### src/rtl/loop_nest_pkg.sv
// Shared types and defaults for the nested-loop index iterator.
// Holds the two-state FSM encoding and the default loop depth/width.
package loop_nest_pkg;

    localparam int N_DEF = 4;
    localparam int W_DEF = 8;

    typedef enum logic {
        IDLE = 1'b0,
        RUN  = 1'b1
    } state_e;

    typedef logic [N_DEF-1:0][W_DEF-1:0] idx_vec_t;

endpackage

### src/rtl/loop_nest_counter_level.sv
// One loop level: an index counter that wraps to 0 after reaching its
// inclusive maximum, and reports when it is sitting at that maximum.
module loop_level
#(
    parameter int W = 8
)
(
    input  logic         clk,
    input  logic         rstn,
    input  logic         clear,
    input  logic         step,
    input  logic [W-1:0] max,
    output logic [W-1:0] idx,
    output logic         at_max
);

    logic [W-1:0] idx_q;
    logic [W-1:0] idx_d;

    assign at_max = (idx_q == max);
    assign idx    = idx_q;

    // Clear wins over step so an abort or a new run never leaks a partial advance.
    always_comb begin
        idx_d = idx_q;
        if (clear) begin
            idx_d = '0;
        end else if (step) begin
            idx_d = at_max ? '0 : idx_q + W'(1);
        end
    end

    always_ff @(posedge clk) begin
        if (!rstn) begin
            idx_q <= '0;
        end else begin
            idx_q <= idx_d;
        end
    end

endmodule

### src/rtl/loop_nest_counter.sv
// Nested-loop iterator: N cascaded loop_level counters, innermost level 0.
// Optional abort input is enabled by defining LOOP_NEST_COUNTER_ABORT_EN.
module loop_nest_counter
    import loop_nest_pkg::*;
#(
    parameter int N = N_DEF,
    parameter int W = W_DEF
)
(
    input  logic                clk,
    input  logic                rstn,
    input  logic                cfg_valid,
    output logic                cfg_ready,
    input  logic [N-1:0][W-1:0] cfg_max,
    output logic                out_valid,
    input  logic                out_ready,
    output logic [N-1:0][W-1:0] out_idx,
    output logic [N-1:0]        out_last
`ifdef LOOP_NEST_COUNTER_ABORT_EN
    ,
    input  logic                abort
`endif
);

    state_e                state_q;
    state_e                state_d;
    logic [N-1:0][W-1:0]   max_q;
    logic [N-1:0][W-1:0]   max_d;
    logic [N-1:0]          atMax;
    logic [N-1:0]          lowMax;
    logic [N-1:0]          step;
    logic                  cfgAccept;
    logic                  transfer;
    logic                  finalBeat;
    logic                  abortRun;
    logic                  clearIdx;

    assign cfg_ready = (state_q == IDLE);
    assign out_valid = (state_q == RUN);
    assign cfgAccept = cfg_valid && cfg_ready;
    assign transfer  = out_valid && out_ready;

`ifdef LOOP_NEST_COUNTER_ABORT_EN
    assign abortRun = abort && (state_q == RUN);
`else
    assign abortRun = 1'b0;
`endif

    // lowMax[i]: levels 0..i all at max; step[i]: carry into level i.
    always_comb begin
        lowMax    = '0;
        step      = '0;
        lowMax[0] = atMax[0];
        step[0]   = transfer;
        for (int i = 1; i < N; i++) begin
            lowMax[i] = lowMax[i-1] && atMax[i];
            step[i]   = step[i-1] && atMax[i-1];
        end
    end

    assign finalBeat = transfer && lowMax[N-1];
    assign clearIdx  = cfgAccept || finalBeat || abortRun;
    assign out_last  = out_valid ? lowMax : '0;

    always_comb begin
        state_d = state_q;
        max_d   = max_q;
        case (state_q)
            IDLE: begin
                if (cfg_valid) begin
                    state_d = RUN;
                    max_d   = cfg_max;
                end
            end
            RUN: begin
                if (abortRun || finalBeat) begin
                    state_d = IDLE;
                end
            end
            default: state_d = IDLE;
        endcase
    end

    always_ff @(posedge clk) begin
        if (!rstn) begin
            state_q <= IDLE;
            max_q   <= '0;
        end else begin
            state_q <= state_d;
            max_q   <= max_d;
        end
    end

    for (genvar g = 0; g < N; g++) begin : gen_level
        loop_level #(.W(W)) u_level (
            .clk    (clk),
            .rstn   (rstn),
            .clear  (clearIdx),
            .step   (step[g]),
            .max    (max_q[g]),
            .idx    (out_idx[g]),
            .at_max (atMax[g])
        );
    end

endmodule

### config.mk
export PLATFORM = sky130hd
export DESIGN_NAME = loop_nest_counter
export DESIGN_NICKNAME = d
export VERILOG_FILES = /design/src/rtl/loop_nest_pkg.sv /design/src/rtl/loop_nest_counter_level.sv /design/src/rtl/loop_nest_counter.sv
export SDC_FILE = /design/constraint.sdc
export NUM_CORES = 1
export LEC_CHECK = 0
export ABC_AREA = 0
export CORE_MARGIN = 2
export CORE_UTILIZATION = 33
export DETAILED_ROUTE_END_ITERATION = 16
export RECOVER_POWER = 50
export SETUP_SLACK_MARGIN = 0.05
export SLEW_MARGIN = 20
export SYNTH_ARGS = -nofsm -noshare
export SYNTH_HDL_FRONTEND = slang
export SYNTH_SLANG_ARGS = --single-unit
### constraint.sdc
create_clock -name clk -period 3.8 [get_ports clk]
set_input_delay 0.76 -clock clk [delete_from_list [all_inputs] [get_ports clk]]
set_output_delay 0.76 -clock clk [all_outputs]
set_load 0.01 [all_outputs]
## Word level (Yosys, flattened, before mapping)

Cells that the tools add are included.

- Multiplexer cells: 8
- Bitwise gates (word level): 2
- Add/subtract/negate cells: 4
- Reduce and logical (&&, ||, !) cells: 12
- Equal/unequal tests: 4

Operators by type and width:

| cell | count |
|---|---|
| 8-bit by 1-bit adder with 8-bit output, second input constant | 4 |
| 8-bit == test | 4 |
| 8-bit two-way mux | 4 |
| 1-bit logical AND | 9 |
| 4-bit two-way mux | 1 |
| 1-bit two-way mux | 2 |
| 1-bit NOT | 2 |
| 1-bit case mux with 2 select lines | 1 |
| 2-bit AND reduction | 1 |
| 2-bit OR reduction | 1 |
| 1-bit logical OR | 1 |

- Register bits after elaboration: 65
- Word-level logic and storage cells: 39
- Input port bits: 36
- Output and inout port bits: 38

## Longest topological paths before layout

Gate-level depths: netlist of run 1.

- Depth in word-level cells: 7
- Mapped depth: 7

## Cells and area by module

From an unflattened synthesis of run 1, not the netlist that was laid out.

- Cells, all modules: 360
- Area total of the unflattened synthesis: 3375.7 µm²

By module, submodules not included:

| module | times used | cells an instance | area an instance (µm²) |
|---|---|---|---|
| loop_level | 4 | 51 | 479.2 |
| loop_nest_counter | 1 | 156 | 1458.9 |

## Worst setup path before layout of run 1

OpenSTA, ideal clock, no wires.

- Path type: register to output
- Start point: register gen_level[1].u_level.idx_q[0]
- End point: output port out_last[3]
- Stages on the path, launching flop included: 6
- Setup slack: 1461 ps
- Required time: 3040 ps
- Arrival: 1579 ps
- Cells stage by stage: dfxtp_1 -> xor2_1 -> nor4_4 -> nand4_2 -> buf_2 -> nor3_1

- Word-level cells in the longest chain between the ends: 5

RTL lines:

| item | RTL line | text |
|---|---|---|
| from (decl) | loop_nest_counter_level.sv:17 | `logic [W-1:0] idx_q;` |
| from (signal assigned) | loop_nest_counter_level.sv:37 | `idx_q <= idx_d;` |
| 8-bit == test | loop_nest_counter_level.sv:20 | `assign at_max = (idx_q == max);` |
| 1-bit logical AND (3 in a row) | loop_nest_counter.sv:56 | `lowMax[i] = lowMax[i-1] && atMax[i];` |
| 4-bit two-way mux | loop_nest_counter.sv:63 | `assign out_last = out_valid ? lowMax : '0;` |
| to (decl) | loop_nest_counter.sv:18 | `output logic [N-1:0] out_last` |

Every way passes these cells.

## Final worst setup path of run 1

- Start point: register gen_level[2].u_level.idx_q[2]
- End point: output port out_last[3]

- Word-level cells in the longest chain between the ends: 4

RTL lines:

| item | RTL line |
|---|---|
| from (decl) | loop_nest_counter_level.sv:17 |
| from (signal assigned) | loop_nest_counter_level.sv:37 |
| 8-bit == test | loop_nest_counter_level.sv:20 |
| 1-bit logical AND (2 in a row) | loop_nest_counter.sv:56 |
| 4-bit two-way mux | loop_nest_counter.sv:63 |

Every way passes these cells.

==> flow_summary_export.csv, run 1 <==
group,metric,value,unit
clocking,cts_setup_buffers,0,
floorplan,fp-row-count,35,
pwr,net-switching-power,384,uW
pwr,p_sw_share,25.1,%
worst_setup_path,rrSetupSlack,1.50,ns
drt,ant_nets,0,
sta,rsz0062_at_grt,"no",
synthesis,synth.distinct_cells,38,
synthesis,synth_edf_count,0,
layout,drive_gt1_share,5.95,%
placed_design,portBuffers,73,
job,max_cap_viol_count,0,
clocking,clk_latency,0.34,ns
pwr,ir_drop,151,uV
sta,hold_viol_final,0,
drt,drtIter0Drc,104,
sta,relSlewSlack,2.90,%
drt,dr.pass1.iters,4,
synthesis,synth_ff_type,"dfxtp_1",
sta,setup_viol,0,
worst_setup_path,crit_arrival,2.59,ns
floorplan,start_util,34.2,%
placed_design,gp_congestion,0.821,
pwr,power_frac_comb,13.3,%
drt,dr_total_vias,2930,
worst_setup_path,r2r_start,"gen_level[0].u_level.idx[1]",
pwr,power.internal,1.15,mW
worst_setup_path,cp.required,3.04,ns
clocking,cts_buffers,9,
sta,drv_slew,0,
clocking,hold_buffers,0,
synthesis,syn_area,0.00319,sq mm
pwr,seqPwrFrac,47.0,%
sta,fin_worst_skew,0.00616,ns
worst_setup_path,worstReg2RegEnd,"gen_level[2].u_level.idx[3]",
floorplan,coreArea,0.00933,sq mm
pwr,p_leak,1.63,nW
layout,fill_cells,917,
clocking,clock_path_buffers,2,
drt,drt-vias-per-instance,5.03,
drt,routed_wl,8040,um
layout,final_cell_mix,"nand2_1, dfxtp_1, clkdlybuf4s50_1",
synthesis,yosys_warnings,0,
worst_setup_path,crit_path_end,"out_last[3]",
sta,timing.final.crit_share,88.2,%
synthesis,syn_nets,417,
grt,grt_pass1_wl,13300,um
sta,holdWs,0.474,ns
sta,finalSetupTns,0,ns
placed_design,dp_hpwl,5890,um
clocking,path_clk_slew,0.06,ns
grt,grt_antenna_before_repair,0,
synthesis,ys_ff_latch,65,
synthesis,ys_seq_area_share,40.7,%
layout,final_common_cell,"nand2_1",
status,run_status,"finished, final reports clean",
grt,grt_usage,16.2,%
worst_setup_path,crit_start,"gen_level[2].u_level.idx[2]",
placed_design,dpl.cell_count,567,
pwr,clockPowerShare,39.7,%
worst_setup_path,cp-start-kind,"flop",
clocking,cts-root-buf,"clkbuf_8",
worst_setup_path,cp_max_fo,14,
layout,antenna_cells,0,
synthesis,postSynthCellCount,377,
grt,grt_max_degree,35,
synthesis,async_flop_share,0,%
clocking,post_cts_resized,0,
sta,worstMarginPinSlew,1.46,ns
sta,fin_crit,3.35,ns
clocking,cts.sink_count,65,
worst_setup_path,critical_path_class,"flop to primary output",
drt,wl_per_cell,13.8,um
layout,syn_to_final_growth,33.3,%
layout,layout.cells.non_filler,583,
floorplan,dieWidth,102,um
grt,overflow,0,
clocking,h-tree-depth,3,
clocking,cts_tree,"built",
sta,fmax,0.298,GHz
pwr,powerDensity,359,mW/mm^2
worst_setup_path,endpoint_kind,"primary output",
synthesis,avgSynthCellArea,8.47,sq um
worst_setup_path,rr_worst_depth,5,
drt,drc_errors,0,
layout,fin_nets,489,
floorplan,top_level_ports,74,
grt,grt_pass1_vias,2792,
hold_path,min_path_type,"flop to flop",
floorplan,die_h,102,um
floorplan,dieArea,0.0105,sq mm
-- flip-flops by register name, summed over array words and instances (netlist names) --
register / cells
gen_level.u_level.idx: 32
max_q: 32
out_valid: 1
-- worst min-delay path by stage --
| stage | from | cells past startpoint | endpoint | slack (ns) |
|---|---|---|---|---|
| 2_1_floorplan | max_q[15] | 2 | max_q[15] | 0.46 |
| 3_3_place_gp | max_q[30] | 2 | max_q[30] | 0.46 |
| 3_5_place_dp | max_q[30] | 2 | max_q[30] | 0.47 |
| 4_1_cts | max_q[30] | 2 | max_q[30] | 0.48 |
| 5_1_grt | max_q[10] | 2 | max_q[10] | 0.50 |
| 6_report | max_q[10] | 2 | max_q[10] | 0.47 |
-- cell type report --
class	count	area (sq um)	share of cell area [%]
multi-input combinational	289	1800	42.3
sequential	65	1300	30.6
clock buffer	14	173	4.05
tap	129	161	3.79
timing repair buffer	78	764	17.9
clock inverter	2	35.0	0.823
inverter	6	22.5	0.529
-- Yosys cell counts, types with 2 or more instances --
cell      instances  area (sq um)
or3_1             3          18.8
or4_1             9          67.6
nor4_1            4          25.0
inv_1             6          22.5
nor2b_1           2          12.5
xor2_1           31           272
nor2_1           14          52.6
o21a_1            2          15.0
ha_1              4          50.1
nand4_1           7          43.8
nand3_1          17          85.1
nand2_1          78           293
nand2_2           2          12.5
a32o_1            3          30.0
a21boi_0         32           240
and3_1            6          37.5
xnor2_1          11          96.3
a21oi_1          18          90.1
nor4_4            2          42.5
and2_1            2          12.5
o21ai_0           5          25.0
o31ai_1          10          75.1
and4_1            4          35.0
a211o_1           3          26.3
dfxtp_1          65          1300
o21ai_1           2          10.0
clkbuf_1         13          48.8
buf_2             4          20.0
nor3_1            8          40.0
nor4_2            2          25.0
-- worst max-delay path, cell delays in order, from the launching register on --
cell and delay (ns):
dfxtp_1 0.48, xor2_1 0.12, nor4_2 0.38, nand4_2 0.38, nor3_1 0.31, clkdlybuf4s50_1 0.58
-- layer usage --
layer / global-route usage, % / up-vias / share of wire, % / wire length, um
met3: 4.72 / 10 / 5.3 / 422
met4: 5.54 / 0 / 1.7 / 135
met2: 26.7 / 73 / 48 / 3850
li1: - / 1473 / - / -
met5: 0 / - / 0 / 0
met1: 20.2 / 1374 / 45 / 3630
-- stage by stage --
step	util, %	cell area (sq um)	setup slack, ns	total power, mW
finish	45.7	4260	0.447	1.53
global route	45.7	4260	0.244	1.60
CTS	45.7	4270	0.424	1.55
global placement	43.5	4060	0.768	0.938
floorplan	-	3190	1.46	0.856
detailed placement	43.5	4060	0.789	0.941
-- power by group through the flow --
stage / clock network [mW] / logic [mW] / registers, mW
CTS: 0.624 / 0.206 / 0.720
global route: 0.650 / 0.226 / 0.721
detailed placement: 0 / 0.206 / 0.735
finish: 0.608 / 0.204 / 0.719
global placement: 0 / 0.204 / 0.735
floorplan: 0 / 0.125 / 0.731
-- cells by family after synthesis --
| family | synth area share, % |
|---|---|
| AOI/OAI and AO/OA | 16.8 |
| adders and majority gates | 1.57 |
| buffers and inverters | 2.86 |
| xor gates and xnor gates | 11.5 |
| DFF | 40.7 |
| and+or+nand+nor | 26.6 |
Power figures use the tool's default switching activity.
==> inputs of run 2 (changes only) <==
--- a/config.mk
+++ b/config.mk
@@ -6,11 +6,13 @@
 export NUM_CORES = 1
 export LEC_CHECK = 0
 export ABC_AREA = 0
+export CELL_PAD_IN_SITES_DETAIL_PLACEMENT = 0
+export CELL_PAD_IN_SITES_GLOBAL_PLACEMENT = 1
 export CORE_MARGIN = 2
 export CORE_UTILIZATION = 33
 export DETAILED_ROUTE_END_ITERATION = 16
+export PLACE_DENSITY_LB_ADDON = 0.1
 export RECOVER_POWER = 50
-export SETUP_SLACK_MARGIN = 0.05
 export SLEW_MARGIN = 20
 export SYNTH_ARGS = -nofsm -noshare
 export SYNTH_HDL_FRONTEND = slang
==> flow_summary_export.csv, run 2 (synthesized netlist as in run 1, its figures left out) <==
group,metric,value,unit
sta,timing.final.crit_share,89.2,%
worst_setup_path,cp_max_fo,14,
sta,finalSetupTns,0,ns
worst_setup_path,crit_path_end,"out_last[3]",
sta,hold_viol_final,0,
sta,fin_worst_skew,0.0104,ns
placed_design,portBuffers,73,
clocking,clk_latency,0.34,ns
clocking,post_cts_resized,0,
floorplan,start_util,34.2,%
status,violations,"max-capacitance violations, max-slew violations",
grt,grt_antenna_before_repair,0,
worst_setup_path,crit_arrival,2.63,ns
pwr,ir_drop,155,uV
clocking,hold_buffers,0,
layout,drive_gt1_share,5.97,%
grt,overflow,0,
layout,final_cell_mix,"nand2_1, dfxtp_1, clkdlybuf4s50_1",
worst_setup_path,rrSetupSlack,1.40,ns
job,max_cap_viol_count,1,
clocking,cts_setup_buffers,0,
pwr,p_leak,1.64,nW
clocking,cts-root-buf,"clkbuf_8",
worst_setup_path,cp_top_family,"simple AND/OR/NAND/NOR gates",
drt,ant_nets,0,
worst_setup_path,endpoint_kind,"primary output",
drt,routed_wl,8510,um
clocking,cts_buffers,9,
drt,drc_errors,0,
worst_setup_path,crit_start,"gen_level[2].u_level.idx[2]",
clocking,h-tree-depth,3,
sta,drv_slew,33,
floorplan,dieWidth,102,um
sta,setup_viol,0,
placed_design,dp_hpwl,5930,um
clocking,clock_path_buffers,2,
drt,drt-vias-per-instance,4.98,
hold_path,min_path_type,"flop to flop",
grt,grt_max_degree,36,
layout,fill_cells,970,
worst_setup_path,worstReg2RegEnd,"gen_level[2].u_level.idx[3]",
drt,dr.pass1.iters,4,
grt,grt_usage,16.7,%
layout,final_common_cell,"nand2_1",
floorplan,dieArea,0.0105,sq mm
status,run_status,"complete, but fails checks",
clocking,cts_tree,"built",
grt,grt_pass1_wl,13700,um
sta,worstMarginPinSlew,1.53,ns
sta,relSlewSlack,-2.13,%
layout,multi_input_area,0.00180,sq mm
clocking,cts.sink_count,65,
drt,dr_total_vias,2895,
sta,fin_crit,3.39,ns
pwr,powerDensity,361,mW/mm^2
layout,syn_to_final_growth,32.7,%
worst_setup_path,cp.required,3.04,ns
floorplan,die_h,102,um
worst_setup_path,cp_cell_sequence,"xor2_1 > nor4_2 > nand4_2 > nor3_1 > clkdlybuf4s50_1",
worst_setup_path,cp-start-kind,"flop",
placed_design,gp_congestion,0.807,
floorplan,fp-row-count,35,
worst_setup_path,r2r_start,"gen_level[0].u_level.idx[0]",
worst_setup_path,cpPeakStageDelay,0.58,ns
worst_setup_path,critical_path_class,"flop to primary output",
clocking,path_clk_slew,0.07,ns
layout,fin_nets,487,
sta,fmax,0.295,GHz
sta,rsz0062_at_grt,"no",
placed_design,dpl-instance-area,0.00404,sq mm
layout,antenna_cells,0,
floorplan,top_level_ports,74,
layout,ff_latch_area,0.00130,sq mm
grt,grt_pass1_vias,2733,
layout,design_area,0.00424,sq mm
drt,drtIter0Drc,83,
worst_setup_path,worst-path-buf-inv,1,
floorplan,coreArea,0.00933,sq mm
worst_setup_path,rr_worst_depth,5,
drt,wl_per_cell,14.7,um
worst_setup_path,critPathSlowestCell,"clkdlybuf4s50_1",
worst_setup_path,cp_num_cells,5,
[run 2: cell types whose count changed in the layout (fill, tap and decap cells not counted), moves of 2 or more]
| cell | before | now |
|---|---|---|
| clkdlybuf4s50_1 | 53 | 47 |
| dlygate4sd3_1 | 20 | 26 |
| buf_4 | 4 | 2 |
| clkbuf_1 | 3 | 1 |
| clkbuf_8 | 12 | 10 |
| inv_6 | 0 | 2 |
[run 2: how the worst min path moves through the flow]
stage	startpoint	end	slack [ns]	depth (start not counted)
after detailed placement	max_q[16]	max_q[16]	0.47	2
after CTS	max_q[16]	max_q[16]	0.48	2
after global routing	max_q[28]	max_q[28]	0.50	2
after floorplan	max_q[15]	max_q[15]	0.46	2
after global placement	max_q[25]	max_q[25]	0.46	2
final	max_q[25]	max_q[25]	0.47	2
[run 2: metal layers]
layer	wire length [um]	track usage, %	vias to the layer above
met5	0	0	-
met4	55	4.62	0
met3	356	3.90	5
met2	3850	26.3	60
met1	4260	23.1	1363
li1	-	-	1467
[run 2: worst reg2reg max path, stage by stage, from the launching register on]
cell     delay [ns]
dfxtp_1        0.50
xnor2_1        0.18
and4_1         0.28
nand3_2        0.53
o21ai_1        0.71
a21oi_1        0.07
[run 2: per-stage QoR]
step	hold slack (ns)	util (%)	cells	worst slack (ns)	power, mW
after detailed placement	0.470	43.3	565	0.745	0.943
after global placement	0.463	43.3	565	0.758	0.942
final	0.475	45.4	581	0.411	1.53
after CTS	0.480	45.5	581	0.374	1.55
after global routing	0.496	45.4	581	0.239	1.60
after floorplan	0.455	-	377	1.46	0.856
[run 2: layout make-up]
| class | instances | share of cell area, % |
|---|---|---|
| tap | 129 | 3.81 |
| clock inverter | 6 | 1.53 |
| timing repair buffer | 76 | 17.7 |
| inverter | 6 | 0.531 |
| multi-input combinational | 289 | 42.5 |
| clock buffer | 10 | 3.25 |
| sequential | 65 | 30.7 |
[run 2: power breakdown]
group / internal [mW] / switching, mW / total [mW]
clock network: 0.323 / 0.282 / 0.605
logic: 0.0866 / 0.117 / 0.204
registers: 0.702 / 0.0178 / 0.720
==> inputs of run 3 (changes only) <==
--- a/config.mk
+++ b/config.mk
@@ -13,7 +13,6 @@
 export DETAILED_ROUTE_END_ITERATION = 16
 export PLACE_DENSITY_LB_ADDON = 0.1
 export RECOVER_POWER = 50
-export SLEW_MARGIN = 20
 export SYNTH_ARGS = -nofsm -noshare
 export SYNTH_HDL_FRONTEND = slang
 export SYNTH_SLANG_ARGS = --single-unit
==> results of run 3 <==
Final layout, timing and power as in run 2 (identical DEF).
